**src/rtl/nim_turn_ctrl.sv**
```systemverilog
// Nim turn sequencer: board state, turn/row-lock rules, misere game over, scores; NIM_TURN_TIMEOUT_EN adds an idle-turn timeout.
// All outputs registered (1-cycle latency); motor_req/motor_dir held until motor_ack, no other backpressure.
module nim_turn_ctrl #(
  parameter int MAX_SCORE = 9,
  parameter int SCORE_W   = 4
`ifdef NIM_TURN_TIMEOUT_EN
  , parameter int TIMEOUT_CYC = 500000000
`endif
) (
  input  logic               clk,
  input  logic               rst,
  input  logic [3:0]         sel_row,
  input  logic               chg_p,
  input  logic               new_game,
  input  logic               motor_ack,
  output logic [2:0]         row1,
  output logic [2:0]         row2,
  output logic [2:0]         row3,
  output logic [2:0]         row4,
  output logic [4:0]         sticks_left,
  output logic               cur_player,
  output logic [2:0]         row_lock,
  output logic               motor_req,
  output logic               motor_dir,
  output logic               game_over,
  output logic               winner,
  output logic [SCORE_W-1:0] score_l,
  output logic [SCORE_W-1:0] score_r,
  output logic               illegal_mv
);

  typedef enum logic [1:0] {TURN_START, TURN_TAKE, MOTOR_WAIT, GAME_OVER} state_t;

  state_t               state_q, state_d;
  logic [2:0]           row_q [4];
  logic [2:0]           row_d [4];
  logic [4:0]           sticks_q, sticks_d;
  logic                 cur_player_q, cur_player_d;
  logic [2:0]           row_lock_q, row_lock_d;
  logic                 motor_req_q, motor_req_d;
  logic                 motor_dir_q, motor_dir_d;
  logic                 game_over_q, game_over_d;
  logic                 winner_q, winner_d;
  logic [SCORE_W-1:0]   score_l_q, score_l_d;
  logic [SCORE_W-1:0]   score_r_q, score_r_d;
  logic                 illegal_q, illegal_d;
`ifdef NIM_TURN_TIMEOUT_EN
  logic [31:0]          cnt_q, cnt_d;
`endif

  logic [1:0] sel_idx;
  logic       sel_one_hot;
  logic       sel_ok;
  logic       do_reload, do_take, do_handover;

  always_comb begin
    sel_one_hot = 1'b1;
    sel_idx     = 2'd0;
    case (sel_row)
      4'b0001: sel_idx = 2'd0;
      4'b0010: sel_idx = 2'd1;
      4'b0100: sel_idx = 2'd2;
      4'b1000: sel_idx = 2'd3;
      default: sel_one_hot = 1'b0;
    endcase
    // Once a row has been touched this turn, only that row may be taken from.
    sel_ok = sel_one_hot && (row_q[sel_idx] != 3'd0) &&
             ((state_q != TURN_TAKE) || (row_lock_q == ({1'b0, sel_idx} + 3'd1)));
  end

  always_comb begin
    state_d      = state_q;
    for (int i = 0; i < 4; i++) row_d[i] = row_q[i];
    sticks_d     = sticks_q;
    cur_player_d = cur_player_q;
    row_lock_d   = row_lock_q;
    motor_req_d  = motor_req_q;
    motor_dir_d  = motor_dir_q;
    game_over_d  = game_over_q;
    winner_d     = winner_q;
    score_l_d    = score_l_q;
    score_r_d    = score_r_q;
    illegal_d    = 1'b0;
    do_reload    = 1'b0;
    do_take      = 1'b0;
    do_handover  = 1'b0;

    case (state_q)
      TURN_START, TURN_TAKE: begin
        if (new_game) begin
          do_reload = 1'b1;
        end else if (sel_row != 4'd0) begin
          if (sel_ok) do_take = 1'b1;
          else        illegal_d = 1'b1;
        end else if (chg_p) begin
          if (state_q == TURN_TAKE) do_handover = 1'b1;
          else                      illegal_d = 1'b1;
        end
`ifdef NIM_TURN_TIMEOUT_EN
        else if ((state_q == TURN_TAKE) && (cnt_q >= 32'(TIMEOUT_CYC - 1))) begin
          do_handover = 1'b1;
        end
`endif
      end
      MOTOR_WAIT: begin
        if (motor_ack) begin
          motor_req_d  = 1'b0;
          cur_player_d = motor_dir_q;
          state_d      = TURN_START;
        end
      end
      GAME_OVER: begin
        if (new_game) do_reload = 1'b1;
      end
      default: state_d = TURN_START;
    endcase

    if (do_reload) begin
      row_d[0]    = 3'd1;
      row_d[1]    = 3'd3;
      row_d[2]    = 3'd5;
      row_d[3]    = 3'd7;
      sticks_d    = 5'd16;
      row_lock_d  = 3'd0;
      game_over_d = 1'b0;
      state_d     = TURN_START;
    end

    if (do_take) begin
      row_d[sel_idx] = row_q[sel_idx] - 3'd1;
      sticks_d       = sticks_q - 5'd1;
      if (sticks_q == 5'd1) begin
        // Misere: whoever empties the board loses.
        state_d     = GAME_OVER;
        game_over_d = 1'b1;
        winner_d    = ~cur_player_q;
        row_lock_d  = 3'd0;
        if (cur_player_q) begin
          if (score_l_q < SCORE_W'(MAX_SCORE)) score_l_d = score_l_q + 1'b1;
        end else begin
          if (score_r_q < SCORE_W'(MAX_SCORE)) score_r_d = score_r_q + 1'b1;
        end
      end else begin
        row_lock_d = {1'b0, sel_idx} + 3'd1;
        state_d    = TURN_TAKE;
      end
    end

    if (do_handover) begin
      motor_req_d = 1'b1;
      motor_dir_d = ~cur_player_q;
      row_lock_d  = 3'd0;
      state_d     = MOTOR_WAIT;
    end
  end

`ifdef NIM_TURN_TIMEOUT_EN
  // Idle cycles in TURN_TAKE; ignored/illegal inputs still count as idle.
  always_comb begin
    cnt_d = 32'd0;
    if ((state_q == TURN_TAKE) && (state_d == TURN_TAKE) && !do_take) cnt_d = cnt_q + 32'd1;
  end
`endif

  always_ff @(posedge clk or negedge rst) begin
    if (!rst) begin
      state_q      <= TURN_START;
      row_q[0]     <= 3'd1;
      row_q[1]     <= 3'd3;
      row_q[2]     <= 3'd5;
      row_q[3]     <= 3'd7;
      sticks_q     <= 5'd16;
      cur_player_q <= 1'b0;
      row_lock_q   <= 3'd0;
      motor_req_q  <= 1'b0;
      motor_dir_q  <= 1'b0;
      game_over_q  <= 1'b0;
      winner_q     <= 1'b0;
      score_l_q    <= '0;
      score_r_q    <= '0;
      illegal_q    <= 1'b0;
`ifdef NIM_TURN_TIMEOUT_EN
      cnt_q        <= 32'd0;
`endif
    end else begin
      state_q      <= state_d;
      for (int i = 0; i < 4; i++) row_q[i] <= row_d[i];
      sticks_q     <= sticks_d;
      cur_player_q <= cur_player_d;
      row_lock_q   <= row_lock_d;
      motor_req_q  <= motor_req_d;
      motor_dir_q  <= motor_dir_d;
      game_over_q  <= game_over_d;
      winner_q     <= winner_d;
      score_l_q    <= score_l_d;
      score_r_q    <= score_r_d;
      illegal_q    <= illegal_d;
`ifdef NIM_TURN_TIMEOUT_EN
      cnt_q        <= cnt_d;
`endif
    end
  end

  assign row1        = row_q[0];
  assign row2        = row_q[1];
  assign row3        = row_q[2];
  assign row4        = row_q[3];
  assign sticks_left = sticks_q;
  assign cur_player  = cur_player_q;
  assign row_lock    = row_lock_q;
  assign motor_req   = motor_req_q;
  assign motor_dir   = motor_dir_q;
  assign game_over   = game_over_q;
  assign winner      = winner_q;
  assign score_l     = score_l_q;
  assign score_r     = score_r_q;
  assign illegal_mv  = illegal_q;

endmodule
```
**config.mk**
```make
export PLATFORM = sky130hd
export DESIGN_NAME = nim_turn_ctrl
export DESIGN_NICKNAME = d
export VERILOG_FILES = /design/src/rtl/nim_turn_ctrl.sv
export SDC_FILE = /design/constraint.sdc
export NUM_CORES = 1
export LEC_CHECK = 0
export CAP_MARGIN = 20
export CORE_ASPECT_RATIO = 1.2
export CORE_MARGIN = 5
export CORE_UTILIZATION = 35
export DETAILED_ROUTE_END_ITERATION = 10
export PLACE_DENSITY = 0.64
export REMOVE_ABC_BUFFERS = 1
export SYNTH_ARGS = -nofsm -noshare
export SYNTH_HDL_FRONTEND = slang
export SYNTH_SLANG_ARGS = --single-unit
```
**constraint.sdc**
```tcl
create_clock -name clk -period 2.47 [get_ports clk]
set_input_delay 0.247 -clock clk [delete_from_list [all_inputs] [get_ports clk]]
set_output_delay 0.247 -clock clk [all_outputs]
set_load 0.1 [all_outputs]
```
==> results of run 1 <==
[flip-flops by register name, indices dropped and copies added (netlist names), 2 cells and up]
signal,count
row2,3
row4,3
score_r,4
row_lock,3
score_l,4
row1,3
state_q,2
row3,3
sticks_left,5
[layout by cell type (no fill, tap or decap), types with 3 or more instances in the layout]
cell	instances
nand4_4	4
mux2_2	3
inv_1	15
xnor2_1	7
nor2_1	16
dfrtp_1	27
ha_1	11
nand2_1	26
mux2i_1	23
o21ai_0	4
nand4_1	6
nand2b_1	3
buf_4	56
clkbuf_8	5
nor3_1	3
dfstp_2	9
a21oi_1	6
clkdlybuf4s50_1	4
[repair_timing]
action	4_1_cts	5_1_grt
setup endpoints to repair	25	29
gates cloned	0	0
hold buffers	0	0
resized for setup	6	6
[power by group through the flow]
stage / Clock, mW / Combinational, mW / Sequential, mW
2_1_floorplan: 0 / 0.187 / 0.881
3_3_place_gp: 0 / 0.558 / 0.673
3_5_place_dp: 0 / 0.562 / 0.673
4_1_cts: 0.415 / 0.569 / 0.663
5_1_grt: 0.451 / 0.602 / 0.668
6_report: 0.404 / 0.567 / 0.662
[kinds of logic after synthesis]
kind of cell / share of synthesized area (%)
buffers and inverters: 4.95
adders and majority gates: 6.90
muxes: 13.2
DFF: 41.9
xor gates and xnor gates: 4.37
and+or+nand+nor: 19.9
AOI/OAI and AO/OA: 8.80
[final timing paths]
kind / end / slack [ps] / from
setup / recovery: sticks_left[4] / 180 / sel_row[1]
hold / removal: score_l[0] / 370 / rst
setup reg to reg: score_r[1] / 410 / row4[0]
hold reg to reg: game_over / 500 / game_over
max in group asynchronous: row2[1] / 1740 / rst
min in group clk: game_over / 500 / game_over
[metal layers]
layer	GRT usage, %	up-vias
li1	-	843
met1	19.2	843
met2	22.8	34
met3	3.09	6
met4	4.57	0
met5	0	-
[final cells by class]
| cell class | count | area, sq um |
|---|---|---|
| tap | 82 | 103 |
| sequential | 36 | 912 |
| clock buffer | 7 | 76.3 |
| fill | 619 | 3190 |
| timing repair buffer | 65 | 524 |
| inverter | 15 | 56.3 |
| multi-input combinational | 148 | 1190 |
| clock inverter | 1 | 5.00 |
[metrics by stage]
stage	worst slack, ps	utilization [%]	TNS, ps	hold WS (ps)	power, mW
6_report	178	47.3	0	375	1.63
2_1_floorplan	-341	-	-4050	-48.6	1.07
5_1_grt	35.7	47.3	0	418	1.72
3_5_place_dp	-437	45.4	-10140	483	1.23
3_3_place_gp	-434	45.4	-9530	463	1.23
4_1_cts	3.67	47.0	0	385	1.65
==> results.sh, run 1 <==
export IMPL_crit_path_end_kind="flop"
export IMPL_setup_worst_path_class="in2reg"
export IMPL_place_area_sq_mm=0.00275
export IMPL_synth_most_common_cell="dfrtp_1"
export IMPL_synthTopCellsByCount="dfrtp_1 (27), nand2_1 (26), mux2i_1 (23), nor2_1 (17), inv_1 (15)"
export IMPL_synth_area_leaders="dfrtp_1 (31%), dfstp_2 (11%), mux2i_1 (11%)"
export IMPL_ys_types=44
export IMPL_crit_cells=11
export IMPL_grt_setup_unrepaired="no"
export IMPL_switching_power_mw=0.635
export IMPL_power_frac_seq_pct=40.6
export IMPL_vias=1726
export IMPL_grt_overflow_total=0
export IMPL_postLayoutCellArea_sq_mm=0.00286
export IMPL_swShare_pct=38.9
export IMPL_wl_met1_mm=2.26
export IMPL_avgRoutedWirePerCell_um=14.5
export IMPL_syn2layout_area_growth_pct=31.6
export IMPL_met2WireLength_mm=2.56
export IMPL_dieArea_sq_mm=0.00790
export IMPL_path_buf_inv=2
export IMPL_intPower_mw=0.998
export IMPL_diodes=0
export IMPL_syn_area_sq_mm=0.00217
export IMPL_final_min_clock_period_ps=2290
export IMPL_ys_flop_type="dfrtp_1"
export IMPL_cp_arrival_ps=2500
export IMPL_fp_row_count=31
export IMPL_cts_sinks=36
export IMPL_hold_viol_final=0
export IMPL_via_per_inst=4.88
export IMPL_crit_chain="dlygate4sd2_1 > xor2_2 > nand2_4 > mux2_2 > o21ai_1 > ha_1 > ha_2 > nor2_4 > buf_12 > a211o_4 > o22a_1"
export IMPL_dr_pass1_iters=4
export IMPL_nets=292
export IMPL_syn_inst=205
export IMPL_synth_seq_cells=36
export IMPL_r2r_cells=8
export IMPL_grt_first_pass_wirelength_mm=8.73
export IMPL_fmax_mhz=436
export IMPL_clockBufferDepth=2
export IMPL_drt_iter0_markers=62
export IMPL_slew_headroom_pct=66.2
export IMPL_cp_required_ps=2680
export IMPL_ys_seq_area_share_pct=41.9
export IMPL_path_clk_slew_ps=70
export IMPL_cts_setup_buffers=0
export IMPL_async_flop_share_pct=100
export IMPL_grt_pass1_vias=1802
export IMPL_synth_edf_count=0
export IMPL_fp_dieW_um=82.0
export IMPL_portBuffers=42
export IMPL_cp_max_fo=8
export IMPL_synth_top_area_cell="dfrtp_1"
export IMPL_drv_slew=0
export IMPL_routed_top_layer="met4"
export IMPL_wl_mm=5.12
export IMPL_worst_slew_pin_slew_ps=502
export IMPL_grt_max_degree=37
export IMPL_clkPwrFrac_pct=24.7
export IMPL_combPwrFrac_pct=34.7
export IMPL_wl_met3_um=217
export IMPL_hpwl_mm=3.87
export IMPL_outcome="finished clean"
export IMPL_netlist_area_leader_share_pct=31.1
export IMPL_maxCapViolCount=0
export IMPL_remaining_drc_errors=0
export IMPL_yosys_warnings=0
export IMPL_critical_path_max_stage_delay_ps=350
export IMPL_antenna_left=0
export IMPL_gp_congestion=0.741
export IMPL_vdd_drop_max_v=0.000278
export IMPL_final_instance_count_excl_fill=354
export IMPL_numCtsBuffers=5
export IMPL_die_h_um=96.3
export IMPL_setup_viol=0
export IMPL_clock_latency_ps=290
export IMPL_cellPowerDensity_mw_per_mm2=570
export IMPL_grt_total_usage_pct=14.3
export IMPL_cts_root_buffer="clkbuf_8"
export IMPL_antenna_found_initial=0
export IMPL_cts_tree="done"
export IMPL_avgSynthCellArea_sq_um=10.6
export IMPL_htree_levels=2
export IMPL_ios=43
export IMPL_dp_cells=346
export IMPL_start_util_pct=35.9
export IMPL_cp_top_family="compound AO/OA/AOI/OAI gates"
export IMPL_coreArea_sq_mm=0.00605
export IMPL_layout_drive_gt1_share_pct=34.2
export IMPL_p_leak_nw=1.44
export IMPL_start_kind="input port"
export IMPL_clock_skew_ps=11.8
export IMPL_finalCritPeriodShare_pct=92.8
export IMPL_hp_class="in2async"
export IMPL_crit_path_top_delay_cell="a211o_4"
No activity file was read; power rests on OpenSTA's default activity.
==> run 2: changes to the inputs <==
==> constraint.sdc (replaced) <==
create_clock -name clk -period 2.47 [get_ports clk]
set_input_delay 0.494 -clock clk [delete_from_list [all_inputs] [get_ports clk]]
set_output_delay 0.494 -clock clk [all_outputs]
set_load 0.1 [all_outputs]
==> run 2 against run 1 <==
Core utilization increased by 1.9 points. Setup slack got worse by 130 ps. Worst hold slack improved by 100 ps. Combinational power increased by 7.2%. Clock skew increased by 1.9 ps. Non-clock buffer count increased by 10. Register-to-register slack got worse by 50 ps. Sequential power about the same. Via count increased by 2.3%. Largest power group unchanged.
==> results.sh, run 2 (synthesis gave the netlist of run 1 again) <==
export IMPL_outcome="finished clean"
export IMPL_dr_pass1_iters=4
export IMPL_dp_slack_ps=-690
export IMPL_grt_max_degree=37
export IMPL_dp_cells=349
export IMPL_grt_overflow_total=0
export IMPL_antenna_left=0
export IMPL_grt_total_usage_pct=13.8
export IMPL_grt_pass1_vias=1720
export IMPL_maxCapViolCount=0
export IMPL_clock_latency_ps=290
export IMPL_remaining_drc_errors=0
export IMPL_avgRoutedWirePerCell_um=14.1
export IMPL_path_clk_slew_ps=70
export IMPL_vias=1766
export IMPL_cts_tree="done"
export IMPL_crit_path_end_kind="flop"
export IMPL_vdd_drop_max_v=0.000374
export IMPL_clockBufferDepth=2
export IMPL_htree_levels=2
export IMPL_total_power_mw=1.73
export IMPL_cp_arrival_ps=2630
export IMPL_hold_viol_final=0
export IMPL_postCtsHoldBufs=0
export IMPL_fp_row_count=31
export IMPL_start_util_pct=35.9
export IMPL_worst_slew_pin_slew_ps=474
export IMPL_r2r_setup_slack_ps=360
export IMPL_fp_dieW_um=82.0
export IMPL_wl_mm=5.14
export IMPL_final_instance_count_excl_fill=364
export IMPL_setup_viol=0
export IMPL_dieArea_sq_mm=0.00790
export IMPL_ios=43
export IMPL_numCtsBuffers=5
export IMPL_layout_commonest_cell="buf_4"
export IMPL_largest_reg_flops=5
export IMPL_gp_congestion=0.752
export IMPL_final_cell_mix="buf_4 (64), dfrtp_1 (27), nand2_1 (26)"
export IMPL_setup_worst_path_class="in2reg"
export IMPL_p_leak_nw=1.48
export IMPL_clock_skew_ps=13.7
export IMPL_antenna_found_initial=0
export IMPL_drv_slew=0
export IMPL_slew_headroom_pct=68.1
export IMPL_cp_required_ps=2680
export IMPL_grt_first_pass_wirelength_mm=8.26
export IMPL_portBuffers=42
export IMPL_coreArea_sq_mm=0.00605
export IMPL_finalCritPeriodShare_pct=98.0
export IMPL_cellPowerDensity_mw_per_mm2=579
export IMPL_syn2layout_area_growth_pct=37.0
export IMPL_nets=302
export IMPL_cts_sinks=36
export IMPL_layout_setup_ws_ps=49.0
export IMPL_cp_max_fo=8
export IMPL_nFillCells=581
export IMPL_diodes=0
export IMPL_layout_drive_gt1_share_pct=39.4
export IMPL_hpwl_mm=3.89
export IMPL_die_h_um=96.3
export IMPL_start_kind="input port"
export IMPL_final_min_clock_period_ps=2420
export IMPL_via_per_inst=4.85
export IMPL_fmax_mhz=413
export IMPL_cts_root_buffer="clkbuf_8"
export IMPL_drt_iter0_markers=81
export IMPL_hp_class="reg2reg"
-- run 2: what timing repair did --
item,4_1_cts,5_1_grt
pin swaps,8,9
endpoints found under the hold margin,0,0
buffers inserted,4,3
gates resized for setup,16,15
setup endpoints to repair,33,31
-- run 2: per-layer routing --
layer / global-route usage [%] / vias up / part of all wire [%]
met1: 17.4 / 856 / 43
met2: 22.2 / 40 / 49
li1: - / 862 / -
met4: 6.79 / 0 / 2.7
met5: 0 / - / 0
met3: 3.09 / 8 / 5.3
-- run 2: worst paths after layout --
check	from	to	cells after the start
hold reg to reg	game_over	game_over	2
min in group asynchronous	rst	state_q[0]	2
setup / recovery	sel_row[1]	sticks_left[4]	11
hold / removal	game_over	game_over	2
max in group asynchronous	rst	row2[1]	2
setup reg to reg	row3[0]	sticks_left[2]	8
-- run 2: cell type report --
cell class	instances	area (sq um)	area share, %
clock buffers	8	100	3.36
inverters	15	56.3	1.89
multi-input cells	148	1230	41.4
flip-flops and latches	36	912	30.6
well taps	82	103	3.44
repair buffers	75	574	19.3
-- run 2: power breakdown --
group | switching, mW | internal, mW | leakage (nW) | total (mW)
combinational | 0.411 | 0.198 | 0.971 | 0.608
clock | 0.201 | 0.254 | 0.0515 | 0.455
sequential | 0.0366 | 0.626 | 0.456 | 0.663
total | 0.648 | 1.08 | 1.48 | 1.73
-- run 2: critical path, stage by stage --
cell	delay, ps
buf_2	140
xor2_4	190
nand2_4	100
buf_4	110
mux2_2	320
o21ai_0	290
ha_4	210
nor2_4	60
buf_6	150
a211o_4	350
o22a_1	200
-- run 2: metrics by stage --
stage	util [%]	area (sq um)	setup TNS (ps)	hold slack, ps
floorplan	-	2120	-5120	198
global placement	45.6	2760	-17690	465
detailed placement	45.6	2760	-18550	461
CTS	48.1	2910	-13.6	483
global route	49.2	2980	-4.97	520
finish	49.2	2980	0	480
